### config.mk
export PLATFORM = sky130hd
export DESIGN_NAME = control_unit
export DESIGN_NICKNAME = d
export VERILOG_FILES = /design/src/rtl/control_unit.sv
export SDC_FILE = /design/constraint.sdc
export NUM_CORES = 1
export LEC_CHECK = 0
export CORE_AREA = 10 10 72 74
export CTS_BUF_LIST = sky130_fd_sc_hd__clkbuf_16
export DETAILED_ROUTE_END_ITERATION = 8
export DIE_AREA = 0 0 82 84
export PLACE_DENSITY = 0.76
export REMOVE_ABC_BUFFERS = 1
export SLEW_MARGIN = 0
export SYNTH_ARGS = -nofsm -noshare
export SYNTH_HDL_FRONTEND = slang
export SYNTH_SLANG_ARGS = --single-unit
export TNS_END_PERCENT = 5
### constraint.sdc
create_clock -name Clk -period 1.86 [get_ports Clk]
set_clock_uncertainty 0.05 [all_clocks]
set_input_delay 0.279 -clock Clk [delete_from_list [all_inputs] [get_ports Clk]]
set_output_delay 0.279 -clock Clk [all_outputs]
set_load 0.005 [all_outputs]
### src/rtl/control_unit.sv
`default_nettype none
// +--------------------------------------------------------------------------+
// | Module      : control_unit                                               |
// | Description : Multicycle control FSM sitting just downstream of the IR.  |
// |               Sequences FETCH -> LOAD -> DECODE -> READ -> EXEC -> WRITE |
// |               (NOP skips READ/EXEC), flags HALT and fetch timeouts, and  |
// |               counts retired instructions.                               |
// | Ports       : Clk, Rst_n (async, active low), Start, Ram_Valid, Opcode   |
// |               in; Ram_Read, IR_Load, RF_Read, Alu_En, ALU_Op, RF_Write,  |
// |               PC_Inc, Halted, Fault, Inst_Count out (all registered).    |
// | Options     : CU_SINGLE_STEP_EN adds the Step input and a PAUSE state    |
// |               entered after every WRITE, left on a Step=1 cycle.         |
// | Revision    : 1.0 - initial release                                      |
// +--------------------------------------------------------------------------+
module control_unit #(
  parameter int OPCODE_WIDTH  = 3,
  parameter int FETCH_TIMEOUT = 15,
  parameter int CNT_WIDTH     = 16
) (
  input  logic                    Clk,
  input  logic                    Rst_n,
  input  logic                    Start,
`ifdef CU_SINGLE_STEP_EN
  input  logic                    Step,
`endif
  input  logic                    Ram_Valid,
  input  logic [OPCODE_WIDTH-1:0] Opcode,
  output logic                    Ram_Read,
  output logic                    IR_Load,
  output logic                    RF_Read,
  output logic                    Alu_En,
  output logic [OPCODE_WIDTH-1:0] ALU_Op,
  output logic                    RF_Write,
  output logic                    PC_Inc,
  output logic                    Halted,
  output logic                    Fault,
  output logic [CNT_WIDTH-1:0]    Inst_Count
);

  localparam logic [OPCODE_WIDTH-1:0] c_op_nop  = '0;
  localparam logic [OPCODE_WIDTH-1:0] c_op_halt = '1;
  // Faulting happens on the FETCH cycle whose miss would bring the count to
  // FETCH_TIMEOUT, i.e. when the count already stands one below it.
  localparam logic [7:0]              c_tmo_last = 8'(FETCH_TIMEOUT - 1);

  typedef enum logic [3:0] {
    S_IDLE   = 4'd0,
    S_FETCH  = 4'd1,
    S_LOAD   = 4'd2,
    S_DECODE = 4'd3,
    S_READ   = 4'd4,
    S_EXEC   = 4'd5,
    S_WRITE  = 4'd6,
    S_HALT   = 4'd7,
    S_FAULT  = 4'd8
`ifdef CU_SINGLE_STEP_EN
    ,S_PAUSE = 4'd9
`endif
  } state_t;

  state_t                  state_q, state_d;
  logic [7:0]              tmo_q, tmo_d;
  logic [OPCODE_WIDTH-1:0] op_q, op_d;
  logic [CNT_WIDTH-1:0]    cnt_q, cnt_d;

  logic                    ram_read_q, ram_read_d;
  logic                    ir_load_q, ir_load_d;
  logic                    rf_read_q, rf_read_d;
  logic                    alu_en_q, alu_en_d;
  logic [OPCODE_WIDTH-1:0] alu_op_q, alu_op_d;
  logic                    rf_write_q, rf_write_d;
  logic                    pc_inc_q, pc_inc_d;
  logic                    halted_q, halted_d;
  logic                    fault_q, fault_d;

  always_comb begin
    state_d = state_q;
    tmo_d   = '0;
    op_d    = op_q;
    cnt_d   = cnt_q;

    case (state_q)
      S_IDLE:   if (Start) state_d = S_FETCH;
      S_FETCH: begin
        if (Ram_Valid) begin
          state_d = S_LOAD;
        end else begin
          tmo_d = tmo_q + 8'd1;
          if (tmo_q == c_tmo_last) state_d = S_FAULT;
        end
      end
      S_LOAD:   state_d = S_DECODE;
      S_DECODE: begin
        // IR output is valid this cycle; latch it for EXEC and WRITE.
        op_d = Opcode;
        if (Opcode == c_op_nop)       state_d = S_WRITE;
        else if (Opcode == c_op_halt) state_d = S_HALT;
        else                          state_d = S_READ;
      end
      S_READ:   state_d = S_EXEC;
      S_EXEC:   state_d = S_WRITE;
      S_WRITE: begin
        cnt_d = cnt_q + CNT_WIDTH'(1);
`ifdef CU_SINGLE_STEP_EN
        state_d = S_PAUSE;
`else
        state_d = S_FETCH;
`endif
      end
`ifdef CU_SINGLE_STEP_EN
      S_PAUSE:  if (Step) state_d = S_FETCH;
`endif
      S_HALT:   state_d = S_HALT;
      S_FAULT:  state_d = S_FAULT;
      default:  state_d = S_IDLE;
    endcase

    // Moore outputs are decoded from the next state so that, once
    // registered, they line up with the state they belong to.
    ram_read_d = (state_d == S_FETCH);
    ir_load_d  = (state_d == S_LOAD);
    rf_read_d  = (state_d == S_READ);
    alu_en_d   = (state_d == S_EXEC);
    alu_op_d   = (state_d == S_EXEC) ? op_d : '0;
    rf_write_d = (state_d == S_WRITE) && (op_d != c_op_nop);
    pc_inc_d   = (state_d == S_WRITE);
    halted_d   = (state_d == S_HALT);
    fault_d    = (state_d == S_FAULT);
  end

  always_ff @(posedge Clk or negedge Rst_n) begin
    if (!Rst_n) begin
      state_q    <= S_IDLE;
      tmo_q      <= '0;
      op_q       <= '0;
      cnt_q      <= '0;
      ram_read_q <= 1'b0;
      ir_load_q  <= 1'b0;
      rf_read_q  <= 1'b0;
      alu_en_q   <= 1'b0;
      alu_op_q   <= '0;
      rf_write_q <= 1'b0;
      pc_inc_q   <= 1'b0;
      halted_q   <= 1'b0;
      fault_q    <= 1'b0;
    end else begin
      state_q    <= state_d;
      tmo_q      <= tmo_d;
      op_q       <= op_d;
      cnt_q      <= cnt_d;
      ram_read_q <= ram_read_d;
      ir_load_q  <= ir_load_d;
      rf_read_q  <= rf_read_d;
      alu_en_q   <= alu_en_d;
      alu_op_q   <= alu_op_d;
      rf_write_q <= rf_write_d;
      pc_inc_q   <= pc_inc_d;
      halted_q   <= halted_d;
      fault_q    <= fault_d;
    end
  end

  assign Ram_Read   = ram_read_q;
  assign IR_Load    = ir_load_q;
  assign RF_Read    = rf_read_q;
  assign Alu_En     = alu_en_q;
  assign ALU_Op     = alu_op_q;
  assign RF_Write   = rf_write_q;
  assign PC_Inc     = pc_inc_q;
  assign Halted     = halted_q;
  assign Fault      = fault_q;
  assign Inst_Count = cnt_q;

endmodule
`default_nettype wire

==> results of run 1 <==
[worst max-delay path by stage]
| stage | start | endpoint | depth (start not counted) | slack, ps |
|---|---|---|---|---|
| final | state_q[1]$_DFF_PN0_ | Inst_Count[13]$_DFFE_PN0N_ | 4 | 170 |
| after global routing | state_q[1]$_DFF_PN0_ | Inst_Count[13]$_DFFE_PN0N_ | 4 | 40 |
| after global placement | Opcode[1] | RF_Write$_DFF_PN0_ | 5 | 120 |
| after floorplan | state_q[1]$_DFF_PN0_ | Halted$_DFF_PN0_ | 4 | 310 |
| after detailed placement | Opcode[1] | RF_Write$_DFF_PN0_ | 5 | 70 |
| after CTS | state_q[1]$_DFF_PN0_ | Inst_Count[13]$_DFFE_PN0N_ | 4 | 150 |
[per-layer routing]
layer	vias to the layer above	global-route usage [%]	routed length [um]
met3	9	3.56	346
met2	43	20.7	1940
met1	650	13.8	1590
li1	655	-	-
met5	-	0	0
met4	0	6.04	72
[cell families after synthesis]
logic type                 synth area share (%)
and+or+nand+nor                            23.7
DFF                                        56.0
xor gates and xnor gates                   9.81
AOI/OAI and AO/OA                          4.07
buffers and inverters                      2.54
muxes                                      1.80
adders and majority gates                  2.00
[power by group through the flow]
stage	Clock (mW)	Sequential [mW]	Combinational [mW]
4_1_cts	0.967	1.30	0.868
3_3_place_gp	0	1.30	0.827
5_1_grt	0.998	1.34	0.964
3_5_place_dp	0	1.32	0.852
2_1_floorplan	0	1.28	0.467
6_report	0.939	1.30	0.856
[area by class of cell]
class	count	area, um^2	share of cell area [%]
sequential	42	1050	43.1
multi-input combinational	116	777	31.9
timing repair buffer	37	370	15.2
clock buffer	5	125	5.13
tap	50	62.6	2.57
clock inverter	2	33.8	1.39
inverter	5	18.8	0.770
[stage by stage]
stage               setup WS [ps]  std cells  utilization [%]
detailed placement           67.5        249             58.9
CTS                           146        257             63.2
global placement              120        249             58.9
global route                 43.6        257             63.2
finish                        172        257             63.2
floorplan                     311        163                -
[state kept, by name, indices dropped and copies added (netlist names)]
name	cells
Inst_Count	16
tmo_q	8
state_q	4
ALU_Op	3
op_q	3
Alu_En	1
Fault	1
Halted	1
IR_Load	1
PC_Inc	1
RF_Read	1
RF_Write	1
Ram_Read	1
[worst reg2reg max path: cells and delay by family, from the launching register on]
kind             cells  cell delay (ps)
XOR/XNOR             1              150
flip-flops           1              590
AND/OR/NAND/NOR      3              790
[layout by cell type, fill, tap and decap left out, types with 2 or more instances in the layout]
| cell | synthesis | layout |
|---|---|---|
| nand4_1 | 6 | 6 |
| nand2b_1 | 2 | 2 |
| nand3_1 | 8 | 8 |
| nor2_1 | 15 | 15 |
| buf_4 | 0 | 2 |
| mux2_1 | 3 | 3 |
| and4bb_1 | 2 | 2 |
| nor3_1 | 6 | 6 |
| ha_1 | 3 | 3 |
| nor2b_1 | 4 | 4 |
| nand2_1 | 16 | 16 |
| and2_1 | 3 | 3 |
| xor2_1 | 7 | 7 |
| inv_1 | 5 | 5 |
| xnor2_1 | 14 | 14 |
| o21ai_0 | 3 | 3 |
| clkbuf_16 | 0 | 5 |
| dfrtp_1 | 42 | 42 |
| and3_1 | 5 | 5 |
| clkdlybuf4s50_1 | 0 | 32 |
| a31oi_1 | 2 | 2 |
| a21oi_1 | 4 | 4 |
[timing repair]
| item | 4_1_cts | 5_1_grt |
|---|---|---|
| resized for setup | 0 | 0 |
| endpoints found under the hold margin | 18 | 0 |
| hold buffers | 1 | 0 |
==> flow_metrics.py, run 1 <==
metrics = {
    "outcome": {
        "outcome": "finished, final reports clean",
    },
    "cells_and_area": {
        "nFillCells": 310,
        "area_delta_synth_final_pct": 30.0,
        "nets": 217,
        "design_area_mm2": 0.00244,
        "num_antenna_cells": 0,
        "drive_gt1_share_pct": 6.28,
    },
    "synth": {
        "synth.cells.most_frequent": "dfrtp_1 (42), nand2_1 (16), nor2_1 (15), xnor2_1 (14), nand3_1 (8)",
        "synthCells": 168,
        "syn_area_mm2": 0.00188,
        "synth_flop_cell": "dfrtp_1",
        "synth_warnings": 0,
        "synth.avg_cell_area_um2": 11.2,
        "synth_area_leaders": "dfrtp_1 (56%), xnor2_1 (6.5%), xor2_1 (3.3%)",
        "async_flop_share_pct": 100,
        "yosys.cell_count.top_type": "dfrtp_1",
        "synth-edff-count": 0,
        "netlist.area_leader.share_pct": 56.0,
        "ys_types": 35,
        "yosysSeqAreaShare_pct": 56.0,
        "synth.largest_area_cell": "dfrtp_1",
        "ys_seq_elements": 42,
    },
    "grt": {
        "grt_util_all_layers_pct": 12.4,
        "antenna_found_initial": 0,
        "grt_pass1_wl_mm": 6.85,
        "overflow": 0,
        "grt_max_degree": 25,
        "first_global_vias": 1492,
    },
    "worst_setup_path": {
        "regToRegEndpoint": "Inst_Count[13]$_DFFE_PN0N_",
        "slowest_stage": "dfrtp_1",
        "path_cells": "nand4bb_4 -> nor4_4 -> nand4_1 -> xnor2_1",
        "cp.arrival_ps": 1800,
        "cp.required_ps": 1980,
        "cp-start-kind": "flop",
        "max_stage_delay_ps": 590,
        "critPathCaptureType": "flop",
        "crit_family": "simple AND/OR/NAND/NOR gates",
        "worstSetupPathType": "reg2reg",
        "ff2ff_path_depth": 4,
        "worst-path-buf-inv": 0,
        "reg2reg_from": "state_q[1]$_DFF_PN0_",
        "crit_fanout": 12,
        "r2r_slack_ps": 170,
    },
    "cts": {
        "postCtsSetupBuffers": 0,
        "clkSinkCount": 42,
        "cts_max_level": 2,
        "cts_made_buffers": 5,
        "cts_buffer_depth": 2,
        "clock-root-buffer": "clkbuf_16",
        "clock_latency_ps": 280,
        "cts_tree": "yes",
        "clkTransAtPathRegs_ps": 60,
    },
    "timing": {
        "holdWs_ps": 423,
        "fmax_mhz": 592,
        "fin_setup_tns_ps": 0,
        "setup_viol_count_final": 0,
        "fin_crit_sh_pct": 90.8,
        "period_needed_ps": 1690,
        "grt_setup_unrepaired": "no",
        "worst_slew_pin_slew_ps": 463,
        "hold_viol_final": 0,
        "timing.final.max_slew_violations": 0,
        "slew_headroom_pct": 68.8,
    },
    "flow_run": {
        "drv_cap": 0,
    },
    "route": {
        "vias": 1357,
        "vias_per_cell": 5.28,
        "drt_first_pass_iters": 4,
        "drc": 0,
        "ant_nets": 0,
        "wirelength_mm": 3.94,
        "wire_per_inst_um": 15.3,
        "drt_iter0_markers": 58,
    },
    "hold_path": {
        "min_path_type": "reg2reg",
        "hold_depth": 1,
        "min_from": "Inst_Count[15]$_DFFE_PN0N_",
        "worst_hold_path.endpoint": "Inst_Count[15]$_DFFE_PN0N_",
    },
    "place": {
        "placed_area_mm2": 0.00227,
        "gp_congestion": 0.807,
        "port_buffers": 33,
        "hpwl_mm": 2.94,
    },
    "floorplanning": {
        "initial_utilization_pct": 48.6,
        "die_y_um": 84,
        "rows": 23,
        "die_area_mm2": 0.00689,
        "io_pins": 34,
        "die_x_um": 82,
        "fp.coreArea_mm2": 0.00386,
    },
    "pwr": {
        "sw_frac_of_total_pct": 29.6,
        "seqPwrFrac_pct": 42.1,
        "total_power_mw": 3.10,
        "power_frac_clock_pct": 30.3,
        "vdd_drop_max_v": 0.000847,
        "power.density_mw_per_mm2": 1270,
        "power.switching_mw": 0.917,
        "leakage_nw": 1.08,
        "p_int_mw": 2.18,
        "p_comb_share_pct": 27.6,
    },
}
(Power assumes the default switching activity.)
==> inputs of run 2 (changes only) <==
--- a/config.mk
+++ b/config.mk
@@ -5,11 +5,11 @@
 export SDC_FILE = /design/constraint.sdc
 export NUM_CORES = 1
 export LEC_CHECK = 0
-export CORE_AREA = 10 10 72 74
+export CORE_AREA = 10 10 73 75
 export CTS_BUF_LIST = sky130_fd_sc_hd__clkbuf_16
 export DETAILED_ROUTE_END_ITERATION = 8
-export DIE_AREA = 0 0 82 84
-export PLACE_DENSITY = 0.76
+export DIE_AREA = 0 0 83 85
+export PLACE_DENSITY = 0.74
 export REMOVE_ABC_BUFFERS = 1
 export SLEW_MARGIN = 0
 export SYNTH_ARGS = -nofsm -noshare
==> flow_metrics.py, run 2 (synthesized netlist as in run 1, its figures left out) <==
metrics = {
    "outcome": {
        "outcome": "finished, final reports clean",
    },
    "pwr": {
        "seqPwrFrac_pct": 43.6,
        "sw_frac_of_total_pct": 30.7,
        "power.switching_mw": 0.909,
        "leakage_nw": 1.07,
        "p_comb_share_pct": 28.6,
        "power.density_mw_per_mm2": 1220,
        "power_frac_clock_pct": 27.8,
        "vdd_drop_max_v": 0.000837,
        "p_int_mw": 2.05,
    },
    "timing": {
        "hold_viol_final": 0,
        "timing.final.max_slew_violations": 0,
        "worst_slew_pin_slew_ps": 420,
        "slew_headroom_pct": 71.7,
        "fmax_mhz": 603,
        "fin_crit_sh_pct": 89.2,
        "fin_setup_tns_ps": 0,
        "holdWs_ps": 425,
        "grt_setup_unrepaired": "no",
        "setup_viol_count_final": 0,
        "period_needed_ps": 1660,
    },
    "grt": {
        "overflow": 0,
        "antenna_found_initial": 0,
        "grt_util_all_layers_pct": 10.3,
        "first_global_vias": 1328,
        "grt_max_degree": 43,
        "grt_pass1_wl_mm": 6.09,
    },
    "cells_and_area": {
        "final_common_cell": "dfrtp_1",
        "nets": 217,
        "largest_reg_flops": 16,
        "num_antenna_cells": 0,
        "final_cell_mix": "dfrtp_1 (42), clkdlybuf4s50_1 (32), nand2_1 (16), nor2_1 (15), xnor2_1 (14)",
        "nFillCells": 324,
        "drive_gt1_share_pct": 6.73,
        "multi_input_area_um2": 777,
        "stdcell_count": 258,
        "area_delta_synth_final_pct": 29.1,
        "final_core_util_pct": 61.9,
        "seqCellArea_mm2": 0.00105,
    },
    "route": {
        "wirelength_mm": 3.60,
        "vias_per_cell": 5.13,
        "ant_nets": 0,
        "wire_per_inst_um": 14.0,
        "drt_first_pass_iters": 4,
        "drt_iter0_markers": 37,
        "vias": 1324,
        "drc": 0,
    },
    "floorplanning": {
        "initial_utilization_pct": 47.9,
        "die_x_um": 83,
        "die_y_um": 85,
        "io_pins": 34,
        "rows": 23,
        "fp.coreArea_mm2": 0.00391,
        "die_area_mm2": 0.00706,
    },
    "worst_setup_path": {
        "reg2reg_from": "state_q[1]$_DFF_PN0_",
        "path_cells": "nand4bb_4 -> nor4_4 -> nand4_1 -> xnor2_1",
        "crit_fanout": 12,
        "startpoint": "state_q[1]$_DFF_PN0_",
        "max_stage_delay_ps": 570,
        "r2r_slack_ps": 200,
        "regToRegEndpoint": "Inst_Count[13]$_DFFE_PN0N_",
        "crit_family": "simple AND/OR/NAND/NOR gates",
        "worstSetupPathType": "reg2reg",
        "ff2ff_path_depth": 4,
        "critPathCaptureType": "flop",
        "cp.required_ps": 1970,
        "worst-path-buf-inv": 0,
        "cp-start-kind": "flop",
        "cp.arrival_ps": 1770,
        "slowest_stage": "dfrtp_1",
    },
    "cts": {
        "clock-root-buffer": "clkbuf_16",
        "clock_latency_ps": 280,
        "clkSinkCount": 42,
        "cts_buffer_depth": 2,
        "clkTransAtPathRegs_ps": 60,
        "postCtsSetupBuffers": 0,
        "cts_tree": "yes",
        "cts_max_level": 2,
        "cts_made_buffers": 5,
        "ctsResizeCount": 0,
        "holdBufCountCts": 1,
    },
    "hold_path": {
        "hold_depth": 1,
        "min_from": "Inst_Count[15]$_DFFE_PN0N_",
        "worst_hold_path.endpoint": "Inst_Count[15]$_DFFE_PN0N_",
        "min_path_type": "reg2reg",
    },
    "place": {
        "hpwl_mm": 2.71,
        "dp_cells": 249,
        "port_buffers": 33,
        "gp_congestion": 0.848,
    },
    "flow_run": {
        "drv_cap": 0,
    },
}
run 2: changes by cell type in the layout (fill, tap and decap cells not counted), sizes merged:
| cell | delta |
|---|---|
| clkinv | +1 |
| clkinvlp | +1 |
| bufinv | -1 |
run 2: metal layers:
layer / global-route usage [%] / vias to the layer above / share of wire [%] / routed length (um)
met5: 0 / - / 0 / 0
li1: - / 651 / - / -
met4: 3.72 / 0 / 1.4 / 50
met2: 16.7 / 35 / 48 / 1720
met1: 11.8 / 632 / 44 / 1570
met3: 4.68 / 6 / 7.2 / 260
run 2: worst reg2reg max path, cell delays in order (launching register included):
cell and delay, ps:
dfrtp_1 570, nand4bb_4 200, nor4_4 400, nand4_1 160, xnor2_1 160
run 2: how the worst max path moves through the flow:
stage               cells past startpoint                         end
global route                            4  Inst_Count[13]$_DFFE_PN0N_
global placement                        5          RF_Write$_DFF_PN0_
CTS                                     4  Inst_Count[13]$_DFFE_PN0N_
floorplan                               4            Halted$_DFF_PN0_
detailed placement                      5          RF_Write$_DFF_PN0_
finish                                  4  Inst_Count[13]$_DFFE_PN0N_
run 2: through the flow:
stage / power (mW) / cell area [um^2] / setup WS (ps)
final: 2.96 / 2420 / 202
after global routing: 3.15 / 2420 / 63.4
after global placement: 2.13 / 2270 / 121
after floorplan: 1.74 / 1850 / 311
after CTS: 2.99 / 2420 / 194
after detailed placement: 2.15 / 2270 / 70.3
run 2: layout make-up:
cell class / instances / share of cell area, %
inverter: 5 / 0.775
multi-input combinational: 116 / 32.1
tap: 50 / 2.58
clock buffer: 5 / 5.17
timing repair buffer: 37 / 15.3
clock inverter: 3 / 0.672
sequential: 42 / 43.4
run 2: power groups by stage:
stage          registers [mW]  clock network, mW  logic, mW
2_1_floorplan            1.28                  0      0.467
3_3_place_gp             1.29                  0      0.834
3_5_place_dp             1.30                  0      0.853
4_1_cts                  1.29              0.845      0.859
5_1_grt                  1.32              0.892      0.938
6_report                 1.29              0.821      0.845
==> inputs of run 3 (changes only) <==
--- a/config.mk
+++ b/config.mk
@@ -5,10 +5,10 @@
 export SDC_FILE = /design/constraint.sdc
 export NUM_CORES = 1
 export LEC_CHECK = 0
-export CORE_AREA = 10 10 73 75
+export CORE_AREA = 8 8 71 73
 export CTS_BUF_LIST = sky130_fd_sc_hd__clkbuf_16
 export DETAILED_ROUTE_END_ITERATION = 8
-export DIE_AREA = 0 0 83 85
+export DIE_AREA = 0 0 79 81
 export PLACE_DENSITY = 0.74
 export REMOVE_ABC_BUFFERS = 1
 export SLEW_MARGIN = 0
==> flow_metrics.py, run 3 (synthesized netlist as in run 1, its figures left out) <==
metrics = {
    "outcome": {
        "outcome": "finished, final reports clean",
    },
    "worst_setup_path": {
        "crit_family": "simple AND/OR/NAND/NOR gates",
        "cp-start-kind": "flop",
        "worstSetupPathType": "reg2reg",
        "ff2ff_path_depth": 4,
        "cp.arrival_ps": 1790,
        "critPathCaptureType": "flop",
        "max_stage_delay_ps": 570,
        "crit_fanout": 12,
        "path_cells": "nand4bb_4 -> nor4_4 -> nand4_1 -> xnor2_1",
        "slowest_stage": "dfrtp_1",
        "worst-path-buf-inv": 0,
        "crit_cells": 4,
        "cp.required_ps": 1970,
    },
    "cells_and_area": {
        "area_delta_synth_final_pct": 27.6,
        "drive_gt1_share_pct": 6.80,
        "final_core_util_pct": 61.1,
        "largest_reg_flops": 16,
        "final_common_cell": "dfrtp_1",
        "num_antenna_cells": 0,
        "multi_input_area_um2": 777,
        "nFillCells": 340,
        "design_area_mm2": 0.00239,
        "final_cell_mix": "dfrtp_1 (42), clkdlybuf4s50_1 (32), nand2_1 (16), nor2_1 (15), xnor2_1 (14)",
        "seqCellArea_mm2": 0.00105,
        "nets": 216,
    },
    "cts": {
        "cts_tree": "yes",
        "cts_max_level": 2,
        "clock-root-buffer": "clkbuf_16",
        "clkSinkCount": 42,
        "cts_buffer_depth": 2,
        "ctsResizeCount": 0,
        "postCtsSetupBuffers": 0,
        "holdBufCountCts": 0,
        "clock_latency_ps": 280,
        "cts_made_buffers": 5,
        "clkTransAtPathRegs_ps": 50,
    },
    "timing": {
        "hold_viol_final": 0,
        "timing.final.max_slew_violations": 0,
        "setup_viol_count_final": 0,
        "fin_crit_sh_pct": 90.4,
        "fmax_mhz": 595,
        "grt_setup_unrepaired": "no",
        "holdWs_ps": 5.69,
        "period_needed_ps": 1680,
        "setup_ws_ps": 179,
        "fin_setup_tns_ps": 0,
        "worst_slew_pin_slew_ps": 516,
        "slew_headroom_pct": 65.6,
    },
    "floorplanning": {
        "die_y_um": 81,
        "fp.coreArea_mm2": 0.00391,
        "die_area_mm2": 0.00640,
        "initial_utilization_pct": 47.9,
        "rows": 23,
        "io_pins": 34,
        "die_x_um": 79,
    },
    "grt": {
        "grt_use_met3_pct": 4.86,
        "grt_use_met1_pct": 13.4,
        "overflow": 0,
        "first_global_vias": 1331,
        "grt_use_met2_pct": 20.8,
        "antenna_found_initial": 0,
        "grt_max_degree": 43,
        "grt_util_all_layers_pct": 12.2,
        "grt_pass1_wl_mm": 6.09,
        "grt.busiest_layer": "met2",
    },
    "route": {
        "drt_iter0_markers": 56,
        "drt_first_pass_iters": 4,
        "ant_nets": 0,
        "vias": 1352,
        "wirelength_mm": 3.67,
        "drc": 0,
        "vias_per_cell": 5.28,
        "wire_per_inst_um": 14.3,
    },
    "pwr": {
        "power.density_mw_per_mm2": 1230,
        "vdd_drop_max_v": 0.000771,
        "leakage_nw": 1.06,
    },
    "flow_run": {
        "drv_cap": 0,
    },
    "place": {
        "port_buffers": 33,
        "placed_area_mm2": 0.00226,
        "pre_cts_slack_ps": 89.7,
        "hpwl_mm": 2.76,
        "gp_congestion": 0.795,
    },
    "hold_path": {
        "min_path_type": "in2async",
    },
}
## run 3: per-layer routing
layer  part of all wire (%)  wire, um  vias up
met4                    1.4        50        0
met2                     49      1810       44
li1                       -         -      651
met5                      0         0        -
met1                     42      1530      653
met3                    7.7       282        4
## run 3: worst paths after layout
path	endpoint	slack, ps	from
setup / recovery	Inst_Count[13]$_DFFE_PN0N_	180	state_q[1]$_DFF_PN0_
min in group Clk	Inst_Count[15]$_DFFE_PN0N_	430	Inst_Count[15]$_DFFE_PN0N_
hold reg to reg	Inst_Count[15]$_DFFE_PN0N_	430	Inst_Count[15]$_DFFE_PN0N_
setup reg to reg	Inst_Count[13]$_DFFE_PN0N_	180	state_q[1]$_DFF_PN0_
hold / removal	Inst_Count[10]$_DFFE_PN0N_	6	Rst_n
max in group asynchronous	Inst_Count[8]$_DFFE_PN0N_	1400	Rst_n
## run 3: power breakdown
group,total [mW],switching [mW],leakage [nW],internal [mW]
combinational,0.842,0.388,0.431,0.455
clock,0.804,0.320,0.0694,0.484
sequential,1.29,0.190,0.565,1.10
## run 3: stage by stage
stage                     instances  total power [mW]
final                           256              2.94
after CTS                       256              2.97
after global routing            256              3.13
after global placement          249              2.12
after detailed placement        249              2.15
after floorplan                 163              1.74
## run 3: cell type report
class                   instances  area share [%]
clock buffers                   5            5.23
clock inverters                 2           0.418
inverters                       5           0.785
multi-input cells             116            32.5
flip-flops and latches         42            43.9
well taps                      50            2.62
repair buffers                 36            14.5
## run 3: worst reg2reg max path, stage by stage (launching register included)
cell and delay (ps):
dfrtp_1 570, nand4bb_4 200, nor4_4 400, nand4_1 190, xnor2_1 160
